File: src/rtl/taxi_reset_seq.sv
// Reset sequencer: filters PLL/MMCM lock, releases N resets in order, re-arms on lock loss or SW request.
// Optional MMCM reset watchdog is enabled by defining TAXI_RESET_SEQ_WDT_EN.
module taxi_reset_seq #(
    parameter int unsigned N            = 4,
    parameter int unsigned LOCK_W       = 1,
    parameter int unsigned SYNC_N       = 3,
    parameter int unsigned LOCK_FILT    = 256,
    parameter int unsigned STAGE_DLY    = 1024,
    parameter int unsigned WDT_CYC      = 1000000,
    parameter int unsigned RELOCK_PULSE = 16
) (
    input  logic              clk,
    input  logic              rst,
    input  logic [LOCK_W-1:0] lock_in,
    input  logic              sw_rst_req,
    output logic [N-1:0]      rst_out,
    output logic              done,
    output logic [7:0]        lock_loss_cnt,
    output logic              mmcm_rst
);

    localparam int unsigned MAX_DLY = (LOCK_FILT > STAGE_DLY) ? LOCK_FILT : STAGE_DLY;
    localparam int unsigned CW      = $clog2(MAX_DLY + 1);
    localparam int unsigned IW      = (N > 1) ? $clog2(N) : 1;

    localparam logic [CW-1:0] FILT_LAST  = CW'(LOCK_FILT - 1);
    localparam logic [CW-1:0] STAGE_LAST = CW'(STAGE_DLY - 1);
    localparam logic [IW-1:0] IDX_LAST   = IW'(N - 1);

    typedef enum logic [1:0] {
        WAIT_LOCK,
        FILTER,
        RELEASE,
        RUN
    } state_t;

    state_t            state_q, state_d;
    logic [CW-1:0]     cnt_q, cnt_d;
    logic [IW-1:0]     idx_q, idx_d;
    logic [N-1:0]      rst_out_q, rst_out_d;
    logic              done_q, done_d;
    logic [7:0]        loss_q, loss_d;
    logic [LOCK_W-1:0] sync_q [SYNC_N];

    logic all_lock;
    logic lock_lost;
    logic abort;
    logic release_go;
    logic hold;

    always_ff @(posedge clk or posedge rst) begin
        if (rst) begin
            for (int unsigned i = 0; i < SYNC_N; i++) begin
                sync_q[i] <= '0;
            end
        end else begin
            sync_q[0] <= lock_in;
            for (int unsigned i = 1; i < SYNC_N; i++) begin
                sync_q[i] <= sync_q[i-1];
            end
        end
    end

    assign all_lock   = &sync_q[SYNC_N-1];
    assign lock_lost  = !all_lock && (state_q == RELEASE || state_q == RUN);
    assign abort      = sw_rst_req || lock_lost;
    assign release_go = (state_q == FILTER) && all_lock && !sw_rst_req && (cnt_q == FILT_LAST);

`ifdef TAXI_RESET_SEQ_WDT_EN
    localparam int unsigned WW = $clog2(WDT_CYC + 1);
    localparam int unsigned PW = $clog2(RELOCK_PULSE + 1);

    logic [WW-1:0] wdt_q, wdt_d;
    logic [PW-1:0] pls_q, pls_d;
    logic          mmcm_q, mmcm_d;

    always_comb begin
        wdt_d  = wdt_q;
        pls_d  = pls_q;
        mmcm_d = mmcm_q;
        if (mmcm_q) begin
            if (pls_q == PW'(RELOCK_PULSE - 1)) begin
                mmcm_d = 1'b0;
                // last pulse edge also counts as the first tick of the next watchdog period
                wdt_d  = sw_rst_req ? '0 : WW'(1);
            end else begin
                pls_d = pls_q + PW'(1);
            end
        end else if (sw_rst_req || release_go || state_q == RELEASE || state_q == RUN) begin
            wdt_d = '0;
        end else if (wdt_q == WW'(WDT_CYC - 1)) begin
            mmcm_d = 1'b1;
            pls_d  = '0;
            wdt_d  = '0;
        end else begin
            wdt_d = wdt_q + WW'(1);
        end
    end

    always_ff @(posedge clk or posedge rst) begin
        if (rst) begin
            wdt_q  <= '0;
            pls_q  <= '0;
            mmcm_q <= 1'b0;
        end else begin
            wdt_q  <= wdt_d;
            pls_q  <= pls_d;
            mmcm_q <= mmcm_d;
        end
    end

    assign hold     = mmcm_d;
    assign mmcm_rst = mmcm_q;
`else
    assign hold     = 1'b0;
    assign mmcm_rst = 1'b0;
`endif

    always_comb begin
        state_d   = state_q;
        cnt_d     = cnt_q;
        idx_d     = idx_q;
        rst_out_d = rst_out_q;
        done_d    = done_q;
        loss_d    = loss_q;

        if (lock_lost && loss_q != 8'hFF) begin
            loss_d = loss_q + 8'd1;
        end

        if (abort) begin
            state_d   = WAIT_LOCK;
            cnt_d     = '0;
            idx_d     = '0;
            rst_out_d = '1;
            done_d    = 1'b0;
        end else begin
            case (state_q)
                WAIT_LOCK: begin
                    if (all_lock) begin
                        state_d = FILTER;
                        cnt_d   = '0;
                    end
                end
                FILTER: begin
                    if (!all_lock) begin
                        state_d = WAIT_LOCK;
                        cnt_d   = '0;
                    end else if (release_go) begin
                        cnt_d        = '0;
                        rst_out_d[0] = 1'b0;
                        if (N == 1) begin
                            state_d = RUN;
                            done_d  = 1'b1;
                        end else begin
                            state_d = RELEASE;
                            idx_d   = IW'(1);
                        end
                    end else begin
                        cnt_d = cnt_q + CW'(1);
                    end
                end
                RELEASE: begin
                    if (cnt_q == STAGE_LAST) begin
                        cnt_d            = '0;
                        rst_out_d[idx_q] = 1'b0;
                        idx_d            = idx_q + IW'(1);
                        if (idx_q == IDX_LAST) begin
                            state_d = RUN;
                            done_d  = 1'b1;
                        end
                    end else begin
                        cnt_d = cnt_q + CW'(1);
                    end
                end
                RUN: begin
                end
            endcase
        end

        if (hold) begin
            state_d = WAIT_LOCK;
            cnt_d   = '0;
        end
    end

    always_ff @(posedge clk or posedge rst) begin
        if (rst) begin
            state_q   <= WAIT_LOCK;
            cnt_q     <= '0;
            idx_q     <= '0;
            rst_out_q <= '1;
            done_q    <= 1'b0;
            loss_q    <= '0;
        end else begin
            state_q   <= state_d;
            cnt_q     <= cnt_d;
            idx_q     <= idx_d;
            rst_out_q <= rst_out_d;
            done_q    <= done_d;
            loss_q    <= loss_d;
        end
    end

    assign rst_out       = rst_out_q;
    assign done          = done_q;
    assign lock_loss_cnt = loss_q;

endmodule

File: config.mk
export PLATFORM = sky130hd
export DESIGN_NAME = taxi_reset_seq
export DESIGN_NICKNAME = d
export VERILOG_FILES = /design/src/rtl/taxi_reset_seq.sv
export SDC_FILE = /design/constraint.sdc
export NUM_CORES = 1
export LEC_CHECK = 0
export BUFFER_PORTS_ARGS = -buffer_cell sky130_fd_sc_hd__buf_2
export CORE_ASPECT_RATIO = 0.9
export CORE_MARGIN = 2
export CORE_UTILIZATION = 25
export CTS_BUF_LIST = sky130_fd_sc_hd__clkbuf_2 sky130_fd_sc_hd__clkbuf_4 sky130_fd_sc_hd__clkbuf_8
export DETAILED_ROUTE_END_ITERATION = 8
export PLACE_DENSITY = 0.43
export SYNTH_ARGS = -nofsm -noshare
export SYNTH_HDL_FRONTEND = slang
export SYNTH_SLANG_ARGS = --single-unit
export TNS_END_PERCENT = 5
File: constraint.sdc
create_clock -name clk -period 3.2 [get_ports clk]
set_clock_uncertainty 0.05 [all_clocks]
set_input_delay 0.16 -clock clk [delete_from_list [all_inputs] [get_ports clk]]
set_output_delay 0.16 -clock clk [all_outputs]
set_load 0.01 [all_outputs]
Word level (Yosys, flattened, before mapping)
Index checks and enable logic that the tools add are counted.
{"block": "op_classes", "bitwise": 2, "add_sub_neg": 3, "mul": 0, "reduce_logical": 21, "order_cmp": 2, "shifts": 0, "eq_ne": 13, "div": 0, "muxes": 30}
{"op": "two-way mux 11 bit", "count": 5}
{"op": "case mux 11 bit (3 select lines)", "count": 1}
{"op": "two-way mux 2 bit", "count": 10}
{"op": "adder 11 x 1 -> 11 bit (second input constant)", "count": 1}
{"op": "== test 11 x 10 -> 1 bit (second input constant)", "count": 1}
{"op": "== test 11 x 8 -> 1 bit (second input constant)", "count": 1}
{"op": "inequality test 3 bit (second input constant)", "count": 3}
{"op": "adder 8 x 1 -> 8 bit (second input constant)", "count": 1}
{"op": "two-way mux 4 bit", "count": 2}
{"op": "inequality test 8 bit (second input constant)", "count": 1}
{"op": "two-way mux 1 bit", "count": 7}
{"op": "== test 2 bit (second input constant)", "count": 3}
{"op": "logical AND 1 bit", "count": 6}
{"op": "inequality test 3 x 2 -> 1 bit (second input constant)", "count": 2}
{"op": "case mux 2 bit (3 select lines)", "count": 1}
{"op": "nonzero test 2 bit", "count": 3}
{"op": "AND reduction 5 bit", "count": 1}
{"op": "AND 4 bit", "count": 1}
{"op": "inequality test 4 bit (second input constant)", "count": 1}
{"op": "NOT 4 bit", "count": 1}
{"op": "case mux 2 bit (2 select lines)", "count": 1}
{"op": "AND reduction 2 bit", "count": 2}
{"op": "AND reduction 4 bit", "count": 1}
{"op": "nonzero test 4 bit", "count": 1}
{"op": "12 further kinds", "count": 14}
{"block": "word_totals", "ff_bits": 31, "input_bits": 4, "word_cells": 81, "romBits": 0, "output_inout_bits": 14, "mem_count": 0, "ram_bits": 0, "latchBits": 0}

Longest topological paths before layout
{"block": "depth", "word_depth": 9, "mapped_depth": 8, "ltp_nobuf": 7}

Worst setup path after synthesis
OpenSTA, ideal clock, no wires.
{"block": "synth_path", "path_type": "reg-to-reg", "startpoint": "register cnt_q[0]", "endpoint": "register state_q[0]", "t_arrival_ps": 1886, "synth_period_minus_slack_ps": 2061, "path_buffers": 0, "required_time_ps": 3025, "setup_time_ps": 125, "path_slack_ps": 1139, "path_stages_with_launch": 7, "cell_sequence": "dfrtp_1 ha_1 nand3_2 nor4_4 a21oi_2 or3_4 mux2_4"}
{"block": "synth_via", "elab_chain_cells": 4, "word_cells_on_any_way": 6, "cone_classes": "4 x eq/ne; 2 x reduce/logical"}
{"item": "start, declared", "line_no": "38", "rtl": "logic [CW-1:0] cnt_q, cnt_d;"}
{"item": "start signal, assigned", "line_no": "197", "rtl": "cnt_q <= cnt_d;"}
{"item": "== test 11 x 8 -> 1 bit", "line_no": "67", "rtl": "assign release_go = (state_q == FILTER) && all_lock && !sw_rst_req && (cnt_q == FILT_LAST);"}
{"item": "logical AND 1 bit", "line_no": "67"}
{"item": "inequality test 4 bit (no source line)"}
{"item": "AND reduction 5 bit (no source line) (*)"}
{"item": "end signal, assigned", "line_no": "196", "rtl": "state_q <= state_d;"}
{"item": "end, declared", "line_no": "37", "rtl": "state_t state_q, state_d;"}
Mark *: on every way between the ends. The rest lies on a longest branch, timed or not.
A chain may end at the register's enable or synchronous reset.

Worst setup path after layout
{"block": "layout_path", "startpoint": "register state_q[0]", "endpoint": "register cnt_q[7]"}
{"block": "layout_via", "elab_chain_cells": 8, "word_cells_on_any_way": 17, "cone_classes": "4 x eq/ne; 4 x mux; 9 x reduce/logical"}
{"item": "== test 2 x 1 -> 1 bit", "line_no": "67, 138"}
{"item": "logical AND 1 bit (3 in series)", "line_no": "67"}
{"item": "two-way mux 11 bit", "line_no": "149", "rtl": "end else if (release_go) begin"}
{"item": "two-way mux 11 bit", "line_no": "146", "rtl": "if (!all_lock) begin"}
{"item": "case mux 11 bit (3 select lines)", "line_no": "138", "rtl": "case (state_q)"}
{"item": "two-way mux 11 bit", "line_no": "131", "rtl": "if (abort) begin"}
Parallel ways exist; a longest one is shown, timed or not.

==> metrics <==
Final min period=2580 ps; die area=7410 sq um; CTS root buf=clkbuf_8; Slowest cell on crit path=o2bb2ai_1; most frequent cells in the layout=27 x dfrtp_1, 18 x nand2_1, 16 x buf_2, 11 x inv_1, 11 x ha_1; Syn. warnings=0; Rows=28; # fillers=690; critical path class=reg2reg; WP data required=3360 ps; Ports=18; crit-path max FO=16; Die H=a little over 80 microns; Max IR drop VDD=~0.00017 V; Seq/Total Area, Yosys=between 40% and 50%; Critical Path, Cell by Cell=inv_1 -> ha_1 -> nand4b_1 -> o2bb2ai_1 -> o21ai_0 -> a31oi_1; synthesized net count=roughly 180; commonest non-fill, non-tap cell in the layout=dfrtp_1; flops & latches, synth=31; CP Capture Type=flop; vias in the first global route=~1.3k; Slew HR=24.9%; Wirelength per Cell=approximately 12 microns; # setup viols final=0; share of cells above drive strength 1=roughly a fifth; GR Util met3=3.12%; Core Box Area=6550 sq um; Synth Area per Inst=10.0 sq um; nets=205; startpoint types=flop; Longest Clk Path Bufs=2; RSZ-0062 raised after global routing=false; Die X=90.5 microns; grt total ovfl=0; routing usage on met1=14.1%; Final Routed Wirelength=3.41 mm; Starting DRT DRC Count=82; gr usage total=10.6%; WHS=202 ps; Final TNS setup=0 ps; via/cell ratio=4.49; port bufs=16; Routed Antenna Nets=0; largest net degree at the start of global routing=32; dominant cells by area after synthesis=dfrtp_1 40%, ha_1 8.2%, dfstp_2 6.2%, nand2_1 4.0%, a31oi_1 3.7%; Fin. Hold Viols=0; antenna cells=0; status=finished, final reports clean; total number of vias=1,261; Worst-Skew Late Latency=290 ps; Post-route DRC=0; detailed placer's ending HPWL=2.37 mm; DRT Pass-1 Iters=3; max incr delay on CP=910 ps; Inserted Clock Buffers=5; Synth area leader=dfrtp_1; Max Freq=between 300 and 400 MHz; met2 global-route usage=between 10% and 20%; MaxCap Viol Count=0; clock sink total=31; fin crit share=80.6%; Clk pin slew, worst setup/hold paths=70 ps; post-synthesis cell area=1680 sq um; post-synth top area share=between 40% and 50%; CTS tree=built; ys async rst share=100%; PwrDens=roughly 530 nW/um^2; Slew @ Worst Pin=1130 ps; antenna violations before repair=0; Area growth, synth to finish=18.8%; LEAKAGE=0.894 nW; Yosys cell types=between 40 and 50; global-route wire length before repair=approximately 6.1 mm; Hold Crit Class=in2reg; RePlAce Congestion=0.764; Arr. time, crit path=2740 ps; global route hottest layer=met2; Syn Inst Count=168; number of flops mapped to enable cells by yosys=0; Starting Density=around 26%; postcts setup bufs=0; Clock H-tree levels=2; commonest register cell after synthesis=dfrtp_1; Slew Viols, Final=0
[worst max-delay path, delay by kind of cell, from the launching register on]
kind / cells / cell delay (ps)
AND/OR/NAND/NOR: 1 / 150
AO/OA/AOI/OAI: 3 / 1360
buffers and inverters: 1 / 100
adder cells (fa/ha/maj): 1 / 430
flip-flops: 1 / 420
[sequential cells by signal, summed over array words and instances (netlist names)]
| name | flops |
|---|---|
| idx_q | 2 |
| state_q | 2 |
| lock_loss_cnt | 8 |
| all_lock | 1 |
| sync_q | 2 |
| cnt_q | 11 |
| done | 1 |
| rst_out | 4 |
[path summary, 6_finish.rpt]
path / start / slack [ps] / to / cells after the start
setup / recovery: state_q[0] / 620 / cnt_q[7] / 6
hold / removal: sw_rst_req / 200 / done / 3
setup reg to reg: state_q[0] / 620 / cnt_q[7] / 6
hold reg to reg: sync_q[1] / 300 / all_lock / 0
max in group asynchronous: rst / 2330 / rst_out[0] / 4
min in group asynchronous: rst / 430 / lock_loss_cnt[1] / 4
[synthesized netlist by cell type, types with 2 or more instances]
master    count
nand2_1      18
nand3_1       8
and3_1        3
xnor2_1       6
mux2_4        2
a31oi_1      10
inv_1        11
nor2_1        8
nand4_1       4
clkbuf_1      3
nand3b_1      2
nor3_1        2
dfstp_2       4
a21oi_1       8
a21o_1        2
o21ai_0       8
ha_1         11
and3_2        2
dfrtp_1      27
nand2b_1      2
[timing repair]
| item | in CTS | in global routing |
|---|---|---|
| gates resized for setup | 0 | 0 |
| hold buffers | 2 | 0 |
| endpoints found under the hold margin | 28 | 0 |
[metrics by stage]
stage / worst slack, ps / cells / total power [mW] / instance area (sq um) / util, %
2_1_floorplan: 1140 / 168 / 0.612 / 1680 / -
3_3_place_gp: 711 / 271 / 0.676 / 1870 / 28.5
3_5_place_dp: 628 / 271 / 0.673 / 1870 / 28.5
4_1_cts: 611 / 281 / 1.07 / 2000 / 30.5
5_1_grt: 328 / 281 / 1.12 / 2000 / 30.5
6_report: 622 / 281 / 1.05 / 2000 / 30.5
[metal layers]
| layer | share of wire (%) | vias to the layer above | wire (microns) |
|---|---|---|---|
| met5 | 0 | - | 0 |
| met4 | 2.5 | 0 | 85 |
| met3 | 3.3 | 8 | 112 |
| met2 | 42 | 14 | 1420 |
| met1 | 52 | 602 | 1790 |
| li1 | - | 637 | - |
[final cells by class]
class                      instances  area (sq um)  share of cell area [%]
multi-input combinational        121           838                    41.9
clock buffer                       5          68.8                    3.44
timing repair buffer              20           115                    5.75
inverter                          11          41.3                    2.06
sequential                        31           781                    39.0
tap                               90           113                    5.63
clock inverter                     3          43.8                    2.19
[kinds of logic (layout without fill, tap and decap cells)]
kind of cell / Yosys count / in the layout / share of synthesized area, %
other cells: 1 / 1 / 0.223
xor+xnor: 7 / 7 / 3.64
fa+ha+maj: 11 / 11 / 8.17
buf+inv: 16 / 39 / 3.86
simple gates: 59 / 59 / 20.0
flops: 31 / 31 / 46.4
mux: 4 / 4 / 3.05
compound gates: 39 / 39 / 14.7
[where the power goes]
group,switching (mW),internal (mW),total [mW]
registers,0.0343,0.423,0.457
logic,0.117,0.0922,0.209
clock network,0.157,0.232,0.389
total,0.308,0.747,1.05
Power figures use the tool's default switching activity.
